==> config.mk <==
export PLATFORM = sky130hd
export DESIGN_NAME = counter_xn_flat
export DESIGN_NICKNAME = d
export VERILOG_FILES = /design/src/rtl/counter_xn_pkg.sv /design/src/rtl/counter_xn_if.sv /design/src/rtl/counter_xn_ch.sv /design/src/rtl/counter_xn.sv /design/src/flat_wrapper.sv
export SDC_FILE = /design/constraint.sdc
export NUM_CORES = 1
export LEC_CHECK = 0
export CAP_MARGIN = 10
export CORE_MARGIN = 5
export CORE_UTILIZATION = 40
export CTS_CLUSTER_SIZE = 25
export DETAILED_ROUTE_END_ITERATION = 7
export PLACE_DENSITY_LB_ADDON = 0.05
export SYNTH_ARGS = -nofsm -noshare
export SYNTH_HDL_FRONTEND = slang
export SYNTH_SLANG_ARGS = --single-unit
==> constraint.sdc <==
create_clock -name clk -period 3.3 [get_ports clk]
set_clock_uncertainty 0.15 [all_clocks]
set_input_delay 0.66 -clock clk [delete_from_list [all_inputs] [get_ports clk]]
set_output_delay 0.66 -clock clk [all_outputs]
set_load 0.1 [all_outputs]
==> src/rtl/counter_xn_pkg.sv <==
// Shared definitions for counter_xn: channel mode encodings, ctrl register bit
// positions and the channel-index width helper.
package counter_xn_pkg;

  typedef enum logic [1:0] {
    MODE_ONESHOT  = 2'b00,
    MODE_PERIODIC = 2'b01,
    MODE_SQUARE   = 2'b10,
    MODE_RSVD     = 2'b11
  } mode_e;

  localparam int unsigned CTRL_EN      = 0;
  localparam int unsigned CTRL_MODE_LO = 1;
  localparam int unsigned CTRL_MODE_HI = 2;
  localparam int unsigned CTRL_IE      = 3;
  localparam int unsigned CTRL_CLR     = 4;
  localparam int unsigned CTRL_PSC_LO  = 8;

  // A single-channel build still needs a one-bit channel field.
  function automatic int ch_w(input int nch);
    return (nch > 1) ? $clog2(nch) : 1;
  endfunction

endpackage

==> src/rtl/counter_xn_if.sv <==
// MIO bus view of the counter block: write strobe, register/channel select,
// write data, readback channel select and the registered readback count.
interface counter_xn_if
  import counter_xn_pkg::*;
#(
  parameter int NCH = 3,
  parameter int CW  = 32
);
  localparam int CHW = ch_w(NCH);

  logic           counter_we;
  logic [CHW:0]   counter_sel;
  logic [31:0]    counter_val;
  logic [CHW-1:0] rd_ch;
  logic [CW-1:0]  counter_out;

  modport master (
    output counter_we, counter_sel, counter_val, rd_ch,
    input  counter_out
  );

  modport slave (
    input  counter_we, counter_sel, counter_val, rd_ch,
    output counter_out
  );
endinterface

==> src/rtl/counter_xn_ch.sv <==
// One down-counter channel: tick edge detect, optional prescaler, count/reload,
// done output and sticky flag. Prescaler present only with COUNTER_XN_PRESCALE_EN.
module counter_xn_ch
  import counter_xn_pkg::*;
#(
  parameter int CW  = 32,
  parameter int PSW = 8
) (
  input  logic          clk,
  input  logic          rst,
  input  logic          tick_i,
  input  logic          wr_reload_i,
  input  logic          wr_ctrl_i,
  input  logic [31:0]   val_i,
  output logic [CW-1:0] count_o,
  output logic          done_o,
  output logic          irq_o
);

  logic          tq_q;
  logic [CW-1:0] count_q, count_d;
  logic [CW-1:0] reload_q, reload_d;
  logic          en_q, en_d;
  logic          ie_q, ie_d;
  logic          flag_q, flag_d;
  logic          done_q, done_d;
  mode_e         mode_q, mode_d;
  logic          edge_s;
  logic          tick_eff;
  logic          unused_val;

  assign edge_s     = tick_i & ~tq_q;
  assign unused_val = ^{val_i, {PSW{1'b0}}};

`ifdef COUNTER_XN_PRESCALE_EN
  logic [PSW-1:0] psc_q, psc_d;
  logic [PSW-1:0] pval_q, pval_d;

  always_comb begin
    psc_d    = psc_q;
    pval_d   = pval_q;
    tick_eff = 1'b0;
    if (wr_reload_i) begin
      psc_d = '0;
    end else if (wr_ctrl_i) begin
      pval_d = val_i[CTRL_PSC_LO +: PSW];
      if (pval_d != pval_q) psc_d = '0;
    end else if (edge_s && en_q && (mode_q != MODE_RSVD)) begin
      if (psc_q == pval_q) begin
        psc_d    = '0;
        tick_eff = 1'b1;
      end else begin
        psc_d = psc_q + 1'b1;
      end
    end
  end

  always_ff @(posedge clk) begin
    if (rst) begin
      psc_q  <= '0;
      pval_q <= '0;
    end else begin
      psc_q  <= psc_d;
      pval_q <= pval_d;
    end
  end
`else
  assign tick_eff = edge_s & en_q & (mode_q != MODE_RSVD) & ~(wr_reload_i | wr_ctrl_i);
`endif

  // Bus writes take priority over a same-cycle tick, which is then lost.
  always_comb begin
    count_d  = count_q;
    reload_d = reload_q;
    en_d     = en_q;
    mode_d   = mode_q;
    ie_d     = ie_q;
    flag_d   = flag_q;
    done_d   = (mode_q == MODE_PERIODIC) ? 1'b0 : done_q;
    if (wr_reload_i) begin
      reload_d = val_i[CW-1:0];
      count_d  = val_i[CW-1:0];
      done_d   = 1'b0;
      flag_d   = 1'b0;
    end else if (wr_ctrl_i) begin
      en_d   = val_i[CTRL_EN];
      mode_d = mode_e'(val_i[CTRL_MODE_HI:CTRL_MODE_LO]);
      ie_d   = val_i[CTRL_IE];
      if (val_i[CTRL_CLR]) flag_d = 1'b0;
    end else if (tick_eff && (count_q != '0) && (reload_q != '0)) begin
      if (count_q == CW'(1)) begin
        flag_d = 1'b1;
        case (mode_q)
          MODE_ONESHOT: begin
            count_d = '0;
            done_d  = 1'b1;
          end
          MODE_PERIODIC: begin
            count_d = reload_q;
            done_d  = 1'b1;
          end
          MODE_SQUARE: begin
            count_d = reload_q;
            done_d  = ~done_q;
          end
          default: ;
        endcase
      end else begin
        count_d = count_q - 1'b1;
      end
    end
  end

  always_ff @(posedge clk) begin
    if (rst) begin
      tq_q     <= 1'b0;
      count_q  <= '0;
      reload_q <= '0;
      en_q     <= 1'b0;
      mode_q   <= MODE_ONESHOT;
      ie_q     <= 1'b0;
      flag_q   <= 1'b0;
      done_q   <= 1'b0;
    end else begin
      tq_q     <= tick_i;
      count_q  <= count_d;
      reload_q <= reload_d;
      en_q     <= en_d;
      mode_q   <= mode_d;
      ie_q     <= ie_d;
      flag_q   <= flag_d;
      done_q   <= done_d;
    end
  end

  assign count_o = count_q;
  assign done_o  = done_q & (mode_q != MODE_RSVD);
  assign irq_o   = flag_q & ie_q;

endmodule

==> src/rtl/counter_xn.sv <==
// NCH-channel down-counter timer behind the MIO bus: select decode, channel
// array, registered readback mux and combined irq. Option: COUNTER_XN_PRESCALE_EN.
module counter_xn
  import counter_xn_pkg::*;
#(
  parameter int NCH = 3,
  parameter int CW  = 32,
  parameter int PSW = 8
) (
  input  logic             clk,
  input  logic             rst,
  input  logic [NCH-1:0]   tick_in,
  counter_xn_if.slave      bus,
  output logic [NCH-1:0]   counter_done,
  output logic             irq
);

  localparam int CHW = ch_w(NCH);

  logic [CHW-1:0] wch;
  logic           wsel_ctrl;
  logic [CW-1:0]  count_s [NCH];
  logic [NCH-1:0] irq_s;
  logic [CW-1:0]  out_q, out_d;

  assign wch       = bus.counter_sel[CHW-1:0];
  assign wsel_ctrl = bus.counter_sel[CHW];

  // Indices at or above NCH match no instance, so such writes fall away.
  for (genvar g = 0; g < NCH; g++) begin : g_ch
    logic hit;
    assign hit = bus.counter_we && (wch == CHW'(g));

    counter_xn_ch #(
      .CW  (CW),
      .PSW (PSW)
    ) u_ch (
      .clk         (clk),
      .rst         (rst),
      .tick_i      (tick_in[g]),
      .wr_reload_i (hit & ~wsel_ctrl),
      .wr_ctrl_i   (hit & wsel_ctrl),
      .val_i       (bus.counter_val),
      .count_o     (count_s[g]),
      .done_o      (counter_done[g]),
      .irq_o       (irq_s[g])
    );
  end

  always_comb begin
    out_d = '0;
    for (int i = 0; i < NCH; i++) begin
      if (bus.rd_ch == CHW'(i)) out_d = count_s[i];
    end
  end

  always_ff @(posedge clk) begin
    if (rst) out_q <= '0;
    else     out_q <= out_d;
  end

  assign bus.counter_out = out_q;
  assign irq             = |irq_s;

endmodule

==> src/flat_wrapper.sv <==
// flat-port wrapper written by rule: the top's interface ports become plain ports
module counter_xn_flat import counter_xn_pkg::*;
#(
  parameter int NCH = 3,
  parameter int CW  = 32,
  parameter int PSW = 8
)
  (clk, rst, tick_in, counter_done, irq, bus_counter_we, bus_counter_sel, bus_counter_val, bus_rd_ch, bus_counter_out);
  counter_xn_if #(.NCH(NCH), .CW(CW)) bus_i ();
  input  logic clk;
  input  logic rst;
  input  logic [NCH-1:0] tick_in;
  output logic [NCH-1:0] counter_done;
  output logic irq;
  input wire logic [$bits(bus_i.counter_we)-1:0] bus_counter_we;
  input wire logic [$bits(bus_i.counter_sel)-1:0] bus_counter_sel;
  input wire logic [$bits(bus_i.counter_val)-1:0] bus_counter_val;
  input wire logic [$bits(bus_i.rd_ch)-1:0] bus_rd_ch;
  output wire logic [$bits(bus_i.counter_out)-1:0] bus_counter_out;
  assign bus_i.counter_we = bus_counter_we;
  assign bus_i.counter_sel = bus_counter_sel;
  assign bus_i.counter_val = bus_counter_val;
  assign bus_i.rd_ch = bus_rd_ch;
  assign bus_counter_out = bus_i.counter_out;
  counter_xn #(.NCH(NCH), .CW(CW), .PSW(PSW)) u_core (.clk(clk), .rst(rst), .tick_in(tick_in), .bus(bus_i), .counter_done(counter_done), .irq(irq));
endmodule
# Word-level counts from Yosys, hierarchy flattened
# Index checks and enable logic that the tools add are counted.
# totals
in_bits,43
elab_cells,184
out_inout_bits,36
reg_bits,245
# classes
bitwise,40
add_sub_neg,3
mux,43
n_eq_ne,25
n_reduce_logical,48
# op_table
cell,n
two-way mux 32 bit,15
one-hot mux 32 bit (2 select lines),3
nonzero test 32 bit,6
== test 32 x 1 -> 1 bit (second input constant),3
subtractor 32 x 1 -> 32 bit (second input constant),3
AND 1 bit,24
two-way mux 1 bit,22
!= test 2 bit (second input constant),9
AND reduction 3 bit,6
nonzero test 2 bit,9
OR reduction 2 bit,9
NOT 1 bit,13
!= test 4 x 3 -> 1 bit (second input constant),3
== test 2 x 1 -> 1 bit (second input constant),5
== test 2 bit (second input constant),5
zero test 2 bit,5
logical AND 1 bit,9
one-hot mux 1 bit (2 select lines),3
AND reduction 2 bit,3
bitwise OR 1 bit,3
OR reduction 3 bit,1

# Logic depth before layout (Yosys ltp)
# Gate-level depths: netlist of the first run.
# depth
depth_word,11
mapped_depth,11
mapped_depth_nobuf,8

# Hierarchy
# Synthesis of the first run repeated with hierarchy kept, for this count alone.
# hier_totals
hier_cells,1652
area_unflattened_um2,14129.8
# by_module_without_submodules
module,area_each_um2,cells_per_inst,n_inst
counter_xn_ch,4033.9,487,3
counter_xn,2028.2,191,1

# Worst setup path before layout of the first run
# Ideal clock, no wire load.
# synth_timing
path_kind,reg-to-reg
from,register u_core.g_ch[1].u_ch.count_q[16]
to,register u_core.g_ch[1].u_ch.done_q
setup_ns,0.103
required_time_ns,3.047
n_path_buf,4
path_slack_ns,0.190
path_stages_with_launch,11
period_less_slack_ns,3.110
arrival_time_ns,2.856
cell_sequence,dfxtp_1 -> buf_6 -> or4_4 -> buf_6 -> or4_4 -> buf_6 -> or4_4 -> buf_6 -> nor3_4 -> a21oi_1 -> a2111oi_2
# synth_between
elab_chain_cells,5
# synth_lines
item,line_no,source
start: declaration,counter_xn_ch.sv:21,"logic [CW-1:0] count_q, count_d;"
start signal: assignment,counter_xn_ch.sv:126,count_q <= count_d;
nonzero test 32 bit,counter_xn_ch.sv:90,end else if (tick_eff && (count_q != '0) && (reload_q != '0)) begin
logical AND 1 bit (2 in series),counter_xn_ch.sv:90,
two-way mux 1 bit *,counter_xn_ch.sv:90,
two-way mux 1 bit *,counter_xn_ch.sv:85,end else if (wr_ctrl_i) begin
end signal: assignment,counter_xn_ch.sv:132,done_q <= done_d;
end: declaration,counter_xn_ch.sv:26,"logic done_q, done_d;"
# Every way passes the cells marked *; elsewhere a longest branch is shown, timed or not.
# A chain may end at the register's enable or synchronous reset.

# Worst setup path after layout of the first run
# layout_timing
from,register u_core.g_ch[1].u_ch.count_q[23]
to,register u_core.g_ch[1].u_ch.count_q[22]
# layout_between
elab_chain_cells,5
# layout_lines
item,line_no
== test 32 x 1 -> 1 bit / nonzero test 32 bit (equally long branches),"counter_xn_ch.sv:91, counter_xn_ch.sv:90"
two-way mux 32 bit / logical AND 1 bit (equally long branches),"counter_xn_ch.sv:91, counter_xn_ch.sv:90"
two-way mux 32 bit / logical AND 1 bit (equally long branches),counter_xn_ch.sv:90
two-way mux 32 bit / nonzero test 2 bit (equally long branches),--
two-way mux 32 bit / AND reduction 3 bit (equally long branches),--
# Parallel ways exist; a longest one is shown, timed or not. The select of a mux whose other input is x is not followed.

==> impl_table.tex, run 1 <==
\begin{tabular}{lr}
\hline
Metric & Value \\
\hline
\multicolumn{2}{l}{\textbf{Logic synthesis}} \\
\quad Synth Flop Type & sky130\_fd\_sc\_hd\_\_dfxtp\_1 \\
\quad Number of enable-type register cells in the synthesized netlist & 0 \\
\quad Area fraction in compound gates after synthesis & 20.9\% \\
\quad Distinct cell type count of the synthesized netlist & 76 \\
\quad Flip-flop and latch count after synthesis & 245 \\
\quad Part of the Yosys area used for sequential elements & 37.6\% \\
\quad Nets in the synthesized netlist & 1793 \\
\quad Area share of and/or/nand/nor cells after synthesis & 28.4\% \\
\quad XOR/XNOR Fraction of Synth Area & 2.48\% \\
\quad Synth Warn \# & 0 \\
\quad Mapped cell area & 0.0130 mm\^{}2 \\
\quad Dominant combinational cell family by area after synthesis & simple AND/OR/NAND/NOR gates \\
\quad Mean instance size in the synthesized netlist & 7.54 um\^{}2 \\
\quad Gate count of the mapped netlist & 1729 \\
\quad Asr flop ratio synth & 0\% \\
\quad Area share of fa/ha/maj cells after synthesis & 2.01\% \\
\quad Post-synthesis mux area share & 3.07\% \\
\multicolumn{2}{l}{\textbf{Power}} \\
\quad Internal power of the cells & 0.00537 W \\
\quad Clock share of power & 40.0\% \\
\quad Net switching power of the design & 0.00234 W \\
\quad Static leakage power & 6.03 nW \\
\quad Gate power share & 19.5\% \\
\quad Switching power as a share of total power & 30.3\% \\
\quad Power Dens Cells & 498 mW/mm\^{}2 \\
\quad Maximum VDD drop & 0.388 mV \\
\quad Proportion of power drawn by flip-flops and latches & 40.5\% \\
\multicolumn{2}{l}{\textbf{Clock tree}} \\
\quad Clock net sink count & 245 \\
\quad Count of H-tree levels built during CTS & 1 \\
\quad PostCTS Resize Cnt & 0 \\
\quad Clock insertion delay at the later pin of the skew report & 570 ps \\
\quad Hold-fix buffer count after cts & 0 \\
\quad Num CTS Buffers & 29 \\
\quad Clock tree from TritonCTS & done \\
\quad Buffers inserted during post-CTS setup optimization & 0 \\
\quad Clock-pin slew on the worst setup and hold paths & 60 ps \\
\quad Maximum buffer depth of the clock tree & 3 \\
\quad Clk root buf & sky130\_fd\_sc\_hd\_\_clkbuf\_16 \\
\multicolumn{2}{l}{\textbf{Floorplanning}} \\
\quad Io pins & 79 \\
\quad Die boundary height & 191 um \\
\quad Chip width & 191 um \\
\quad Core Area & 0.0324 mm\^{}2 \\
\quad Number of placement rows & 66 \\
\quad Starting Density & 40.3\% \\
\quad Area of the die & 0.0363 mm\^{}2 \\
\multicolumn{2}{l}{\textbf{Drt}} \\
\quad Length of the first detailed-routing pass in iterations & 7 \\
\quad DR iter-0 viols & 1357 \\
\quad Antenna Nets Post-Route & 0 \\
\quad DRC viols & 0 \\
\quad Drt wl/cell & 23.1 um \\
\quad Wire length reported by the detailed router & 52100 um \\
\quad Vias per std cell & 6.01 \\
\quad Via count & 13600 \\
\multicolumn{2}{l}{\textbf{Global route}} \\
\quad Total global-route track usage & 27.8\% \\
\quad Total overflow reported by the global router & 0 \\
\quad Number of antenna violations at the first check in global routing & 0 \\
\quad Global-route wire length before repair & 79100 um \\
\quad Largest net degree at the start of global routing & 79 \\
\quad Vias in the first global route & 12800 \\
\multicolumn{2}{l}{\textbf{Placement}} \\
\quad DPL Wire Length & 37400 um \\
\quad Number of I/O port buffers & 78 \\
\quad Post-detailed-placement cell area & 0.0146 mm\^{}2 \\
\quad DP Worst Slack & 69.6 ps \\
\quad Final weighted congestion of routability-driven global placement & 0.946 \\
\multicolumn{2}{l}{\textbf{Finish}} \\
\quad Post-layout util & 47.9\% \\
\quad Summed area of non-filler cells in the final layout & 0.0155 mm\^{}2 \\
\quad Multi-input gate area & 0.00747 mm\^{}2 \\
\quad Final net count & 1861 \\
\quad Layout cell share with drive strength beyond 1 & 12.1\% \\
\quad Sequential Area & 0.00490 mm\^{}2 \\
\quad Area growth from synthesis to layout & 18.8\% \\
\quad Fillcell total & 3360 \\
\quad Antenna cells & 0 \\
\multicolumn{2}{l}{\textbf{Critical path}} \\
\quad Required time at the worst-slack endpoint & 3620 ps \\
\quad Maximum fanout along the worst path & 14 \\
\quad Arrival @ worst endpoint & 3420 ps \\
\quad Worst path top cell family by delay & simple AND/OR/NAND/NOR gates \\
\quad Largest stage delay on the critical path & 660 ps \\
\quad Worst R2R Path Depth & 7 \\
\quad Critical path startpoint category & flip-flop \\
\quad Buffers plus inverters on the worst setup path & 1 \\
\quad Top cell by count, worst path & sky130\_fd\_sc\_hd\_\_or4\_1 \\
\quad Sort of element at the end of the critical path & flip-flop \\
\quad Critical-path top delay cell & sky130\_fd\_sc\_hd\_\_or4\_1 \\
\quad Number of cells on the critical path & 7 \\
\quad Series of cell instances along the critical path & or4\_1, or4\_4, or4\_1, a21oi\_2, buf\_12, a21oi\_1, o32ai\_1 \\
\quad Worst Setup Path Type & flip-flop to flip-flop \\
\quad Flop2flop setup slack & 200 ps \\
\multicolumn{2}{l}{\textbf{Hold path}} \\
\quad Hold path cells & 2 \\
\quad Hold crit path type & flip-flop to flip-flop \\
\multicolumn{2}{l}{\textbf{STA}} \\
\quad Tightest slew margin relative to the limit & 47.4\% \\
\quad Number of endpoints failing setup at the final stage & 0 \\
\quad Unrepaired setup endpoints after global routing & no \\
\quad Tmin final & 3100 ps \\
\quad Peak clock frequency supported by timing & 323 MHz \\
\quad Actual transition at the worst max-transition pin & 786 ps \\
\quad Min Hold Slack & 317 ps \\
\quad Accumulated negative setup slack & 0 ps \\
\quad Total count of hold-check failures in the final report & 0 \\
\quad Number of max-slew violations in the final report & 0 \\
\quad Final cycle utilization of the critical path & 93.9\% \\
\quad Least setup slack across all paths after layout & 200 ps \\
\multicolumn{2}{l}{\textbf{Status}} \\
\quad Run status & complete, no violations \\
\multicolumn{2}{l}{\textbf{Flow run}} \\
\quad Number of maximum-capacitance violations & 0 \\
\hline
\end{tabular}
==> final cells by class <==
class | instances | share of cell area (%)
inverters | 26 | 0.630
well taps | 442 | 3.57
clock buffers | 42 | 5.52
flip-flops and latches | 245 | 31.7
multi-input cells | 1311 | 48.2
clock inverters | 6 | 0.242
repair buffers | 184 | 10.1
==> synthesized netlist by cell type (all sizes together) (13+ instances only) <==
cell type / count / share of area (%)
a21oi: 179 / 6.9
a311oi: 18 / 1.2
a31oi: 48 / 2.3
and3: 41 / 2.0
buf: 34 / 1.4
clkbuf: 113 / 3.3
dfxtp: 245 / 38
ha: 21 / 2.0
inv: 26 / 0.75
mux2i: 40 / 3.1
nand2: 290 / 8.3
nand3: 58 / 2.2
nand4: 27 / 1.3
nor2: 170 / 4.9
nor3: 54 / 2.2
nor4: 58 / 2.9
o211ai: 29 / 1.7
o21ai: 60 / 2.3
or3: 16 / 0.77
or4: 14 / 0.89
xnor2: 13 / 0.87
xor2: 24 / 1.6
==> registers in the layout, summed over array words and instances (netlist names) <==
register                   flops
u_core.g_ch.u_ch.flag_q        3
u_core.g_ch.u_ch.mode_q        6
u_core.g_ch.u_ch.reload_q     96
u_core.bus.counter_out        32
u_core.g_ch.u_ch.count_o      96
u_core.g_ch.u_ch.en_q          3
u_core.g_ch.u_ch.tq_q          3
u_core.g_ch.u_ch.ie_q          3
u_core.g_ch.u_ch.done_q        3
==> worst reg2reg max path, delay by kind of cell, from the launching register on <==
kind	cells	cell delay, ps
and+or+nand+nor	3	1790
AOI/OAI and AO/OA	3	580
DFF	1	310
buffers and inverters	1	180
==> metal layers <==
layer / GRT usage [%] / wire length [um] / vias up
met5: 0 / 0 / -
met4: 8.31 / 1750 / 0
met1: 38.7 / 22900 / 6545
met3: 3.59 / 3470 / 100
li1: - / - / 6383
met2: 45.2 / 24000 / 539
==> power by group through the flow <==
stage / clock network, W / registers (W) / logic (W)
final: 0.00308 / 0.00312 / 0.00151
after global routing: 0.00325 / 0.00313 / 0.00164
after CTS: 0.00313 / 0.00312 / 0.00149
after detailed placement: 0 / 0.00318 / 0.00148
after global placement: 0 / 0.00318 / 0.00148
after floorplan: 0 / 0.00319 / 0.000934
==> worst paths after layout <==
kind | from | endpoint
setup reg to reg | u_core.g_ch[1].u_ch.count_o[23] | u_core.g_ch[1].u_ch.count_o[22]
setup / recovery | u_core.g_ch[1].u_ch.count_o[23] | u_core.g_ch[1].u_ch.count_o[22]
hold reg to reg | u_core.g_ch[0].u_ch.reload_q[8] | u_core.g_ch[0].u_ch.reload_q[8]
hold / removal | u_core.g_ch[0].u_ch.reload_q[8] | u_core.g_ch[0].u_ch.reload_q[8]
==> logic make-up (layout without fill, tap and decap cells) <==
| kind of cell | count (synthesis) | count (layout) |
|---|---|---|
| flip-flops | 245 | 245 |
| AND/OR/NAND/NOR | 780 | 780 |
| adder cells (fa/ha/maj) | 21 | 21 |
| buffers and inverters | 173 | 258 |
| multiplexers | 40 | 40 |
| XOR/XNOR | 37 | 37 |
| AO/OA/AOI/OAI | 433 | 433 |
==> per-stage QoR <==
stage	cells	total power (W)
2_1_floorplan	1729	0.00412
3_3_place_gp	2208	0.00466
3_5_place_dp	2208	0.00466
4_1_cts	2256	0.00774
5_1_grt	2256	0.00801
6_report	2256	0.00771
==> layout by cell type, fill, tap and decap left out, types with 41 or more instances in the layout <==
| master | Yosys | routed |
|---|---|---|
| sky130_fd_sc_hd__nor4_1 | 56 | 55 |
| sky130_fd_sc_hd__nand2_1 | 290 | 290 |
| sky130_fd_sc_hd__buf_4 | 4 | 135 |
| sky130_fd_sc_hd__and3_1 | 41 | 41 |
| sky130_fd_sc_hd__o21ai_0 | 59 | 59 |
| sky130_fd_sc_hd__nand3_1 | 58 | 58 |
| sky130_fd_sc_hd__a21oi_1 | 178 | 178 |
| sky130_fd_sc_hd__nor2_1 | 170 | 167 |
| sky130_fd_sc_hd__a31oi_1 | 48 | 48 |
| sky130_fd_sc_hd__nor3_1 | 53 | 53 |
| sky130_fd_sc_hd__dfxtp_1 | 245 | 245 |
Note: power is estimated with default switching activity, not from simulation.
==> run 2, diff against run 1 <==
- PLACE_DENSITY_LB_ADDON: 0.05 -> not set
==> impl_table.tex, run 2 (same netlist as run 1, synthesis figures left out) <==
\begin{tabular}{lr}
\hline
Metric & Value \\
\hline
\multicolumn{2}{l}{\textbf{Global route}} \\
\quad Vias in the first global route & 12600 \\
\quad Total global-route track usage & 25.8\% \\
\quad Largest net degree at the start of global routing & 47 \\
\quad Number of antenna violations at the first check in global routing & 0 \\
\quad Global-route wire length before repair & 74300 um \\
\quad Total overflow reported by the global router & 0 \\
\multicolumn{2}{l}{\textbf{Placement}} \\
\quad Number of I/O port buffers & 78 \\
\quad DPL Wire Length & 34900 um \\
\quad Number of placed cells counting well taps & 2193 \\
\quad Final weighted congestion of routability-driven global placement & 0.993 \\
\multicolumn{2}{l}{\textbf{Finish}} \\
\quad Layout cell share with drive strength beyond 1 & 11.7\% \\
\quad Most used cells in the layout excluding fill and tap cells & sky130\_fd\_sc\_hd\_\_nand2\_1 (290), sky130\_fd\_sc\_hd\_\_dfxtp\_1 (245), sky130\_fd\_sc\_hd\_\_a21oi\_1 (178) \\
\quad Most frequent standard cell in the layout excluding fill and tap cells & sky130\_fd\_sc\_hd\_\_nand2\_1 \\
\quad Antenna cells & 0 \\
\quad Number of standard cells in the final layout excluding fillers & 2244 \\
\quad Area growth from synthesis to layout & 18.5\% \\
\quad Post-layout util & 47.7\% \\
\quad Final net count & 1846 \\
\quad Fillcell total & 3261 \\
\multicolumn{2}{l}{\textbf{Critical path}} \\
\quad Arrival @ worst endpoint & 3480 ps \\
\quad Worst R2R Path Depth & 7 \\
\quad Sort of element at the end of the critical path & flip-flop \\
\quad Maximum fanout along the worst path & 9 \\
\quad Critical path startpoint category & flip-flop \\
\quad Required time at the worst-slack endpoint & 3590 ps \\
\quad Worst Setup Path Type & flip-flop to flip-flop \\
\multicolumn{2}{l}{\textbf{STA}} \\
\quad Number of endpoints failing setup at the final stage & 0 \\
\quad Total count of hold-check failures in the final report & 0 \\
\quad Accumulated negative setup slack & 0 ps \\
\quad Actual transition at the worst max-transition pin & 713 ps \\
\quad Unrepaired setup endpoints after global routing & no \\
\quad Tightest slew margin relative to the limit & 52.3\% \\
\quad Peak clock frequency supported by timing & 313 MHz \\
\quad Number of max-slew violations in the final report & 0 \\
\quad Final cycle utilization of the critical path & 96.8\% \\
\quad Tmin final & 3190 ps \\
\multicolumn{2}{l}{\textbf{Drt}} \\
\quad Antenna Nets Post-Route & 0 \\
\quad DR iter-0 viols & 1856 \\
\quad Via count & 13700 \\
\quad Vias per std cell & 6.09 \\
\quad Length of the first detailed-routing pass in iterations & 5 \\
\quad Wire length reported by the detailed router & 48700 um \\
\quad DRC viols & 0 \\
\quad Drt wl/cell & 21.7 um \\
\multicolumn{2}{l}{\textbf{Floorplanning}} \\
\quad Area of the die & 0.0363 mm\^{}2 \\
\quad Chip width & 191 um \\
\quad Number of placement rows & 66 \\
\quad Io pins & 79 \\
\quad Die boundary height & 191 um \\
\quad Starting Density & 40.3\% \\
\quad Core Area & 0.0324 mm\^{}2 \\
\multicolumn{2}{l}{\textbf{Power}} \\
\quad Maximum VDD drop & 0.484 mV \\
\quad Overall Power & 0.00781 W \\
\quad Power Dens Cells & 505 mW/mm\^{}2 \\
\quad Static leakage power & 5.98 nW \\
\multicolumn{2}{l}{\textbf{Clock tree}} \\
\quad Clock-pin slew on the worst setup and hold paths & 60 ps \\
\quad Count of H-tree levels built during CTS & 1 \\
\quad Num CTS Buffers & 29 \\
\quad Clk root buf & sky130\_fd\_sc\_hd\_\_clkbuf\_16 \\
\quad Maximum buffer depth of the clock tree & 3 \\
\quad Clock insertion delay at the later pin of the skew report & 560 ps \\
\quad Clock net sink count & 245 \\
\quad Clock tree from TritonCTS & done \\
\multicolumn{2}{l}{\textbf{Status}} \\
\quad Run status & complete, no violations \\
\multicolumn{2}{l}{\textbf{Hold path}} \\
\quad Hold path cells & 2 \\
\quad Hold crit path type & flip-flop to flip-flop \\
\multicolumn{2}{l}{\textbf{Flow run}} \\
\quad Number of maximum-capacitance violations & 0 \\
\hline
\end{tabular}
-- run 2: report_power, final --
| group | switching, W | total, W | internal (W) |
|---|---|---|---|
| registers | 0.0000901 | 0.00312 | 0.00303 |
| clock network | 0.00133 | 0.00322 | 0.00189 |
| logic | 0.000907 | 0.00146 | 0.000554 |
-- run 2: cell type report --
type	count	area (um^2)	share of cell area, %
Clock buffer	37	816	5.28
Timing Repair Buffer	169	1470	9.51
Multi-Input combinational cell	1311	7470	48.4
Sequential cell	245	4900	31.7
Tap cell	442	553	3.58
Clock inverter	14	136	0.883
Inverter	26	97.6	0.632
-- run 2: through the flow --
| step | hold slack (ps) | area (um^2) | setup slack [ps] |
|---|---|---|---|
| 4_1_cts | 315 | 15400 | 79.2 |
| 3_3_place_gp | 304 | 14500 | 4.22 |
| 6_report | 315 | 15500 | 105 |
| 2_1_floorplan | 281 | 13000 | 190 |
| 5_1_grt | 334 | 15500 | 16.6 |
| 3_5_place_dp | 306 | 14500 | 53.5 |
-- run 2: per-layer routing --
metal	vias to the layer above	share of wire [%]	GRT usage, %
met3	114	8.1	2.80
met4	0	3.5	8.18
met1	6570	44	37.2
met5	-	0	0
li1	6353	-	-
met2	639	45	40.6
-- run 2: timing repair --
action,CTS,global route
setup buffers,0,0
hold buffers,0,0
gates resized for setup,0,1
setup endpoints to repair,0,9
-- run 2: path summary, 6_finish.rpt --
check | from | endpoint | slack (ps)
worst max-delay path | u_core.g_ch[1].u_ch.count_o[23] | u_core.g_ch[1].u_ch.count_o[26] | 110
worst min-delay path | u_core.g_ch[0].u_ch.reload_q[7] | u_core.g_ch[0].u_ch.reload_q[7] | 320
worst min register to register | u_core.g_ch[0].u_ch.reload_q[7] | u_core.g_ch[0].u_ch.reload_q[7] | 320
worst max register to register | u_core.g_ch[1].u_ch.count_o[23] | u_core.g_ch[1].u_ch.count_o[26] | 110
-- run 2: worst max-delay path, stage by stage (launching register included) --
cell                      delay, ps
sky130_fd_sc_hd__dfxtp_1        350
sky130_fd_sc_hd__or4_1          580
sky130_fd_sc_hd__or4_4          580
sky130_fd_sc_hd__or4_1          680
sky130_fd_sc_hd__and2_1         230
sky130_fd_sc_hd__o21ai_1        230
sky130_fd_sc_hd__buf_4          190
sky130_fd_sc_hd__o32ai_1         70
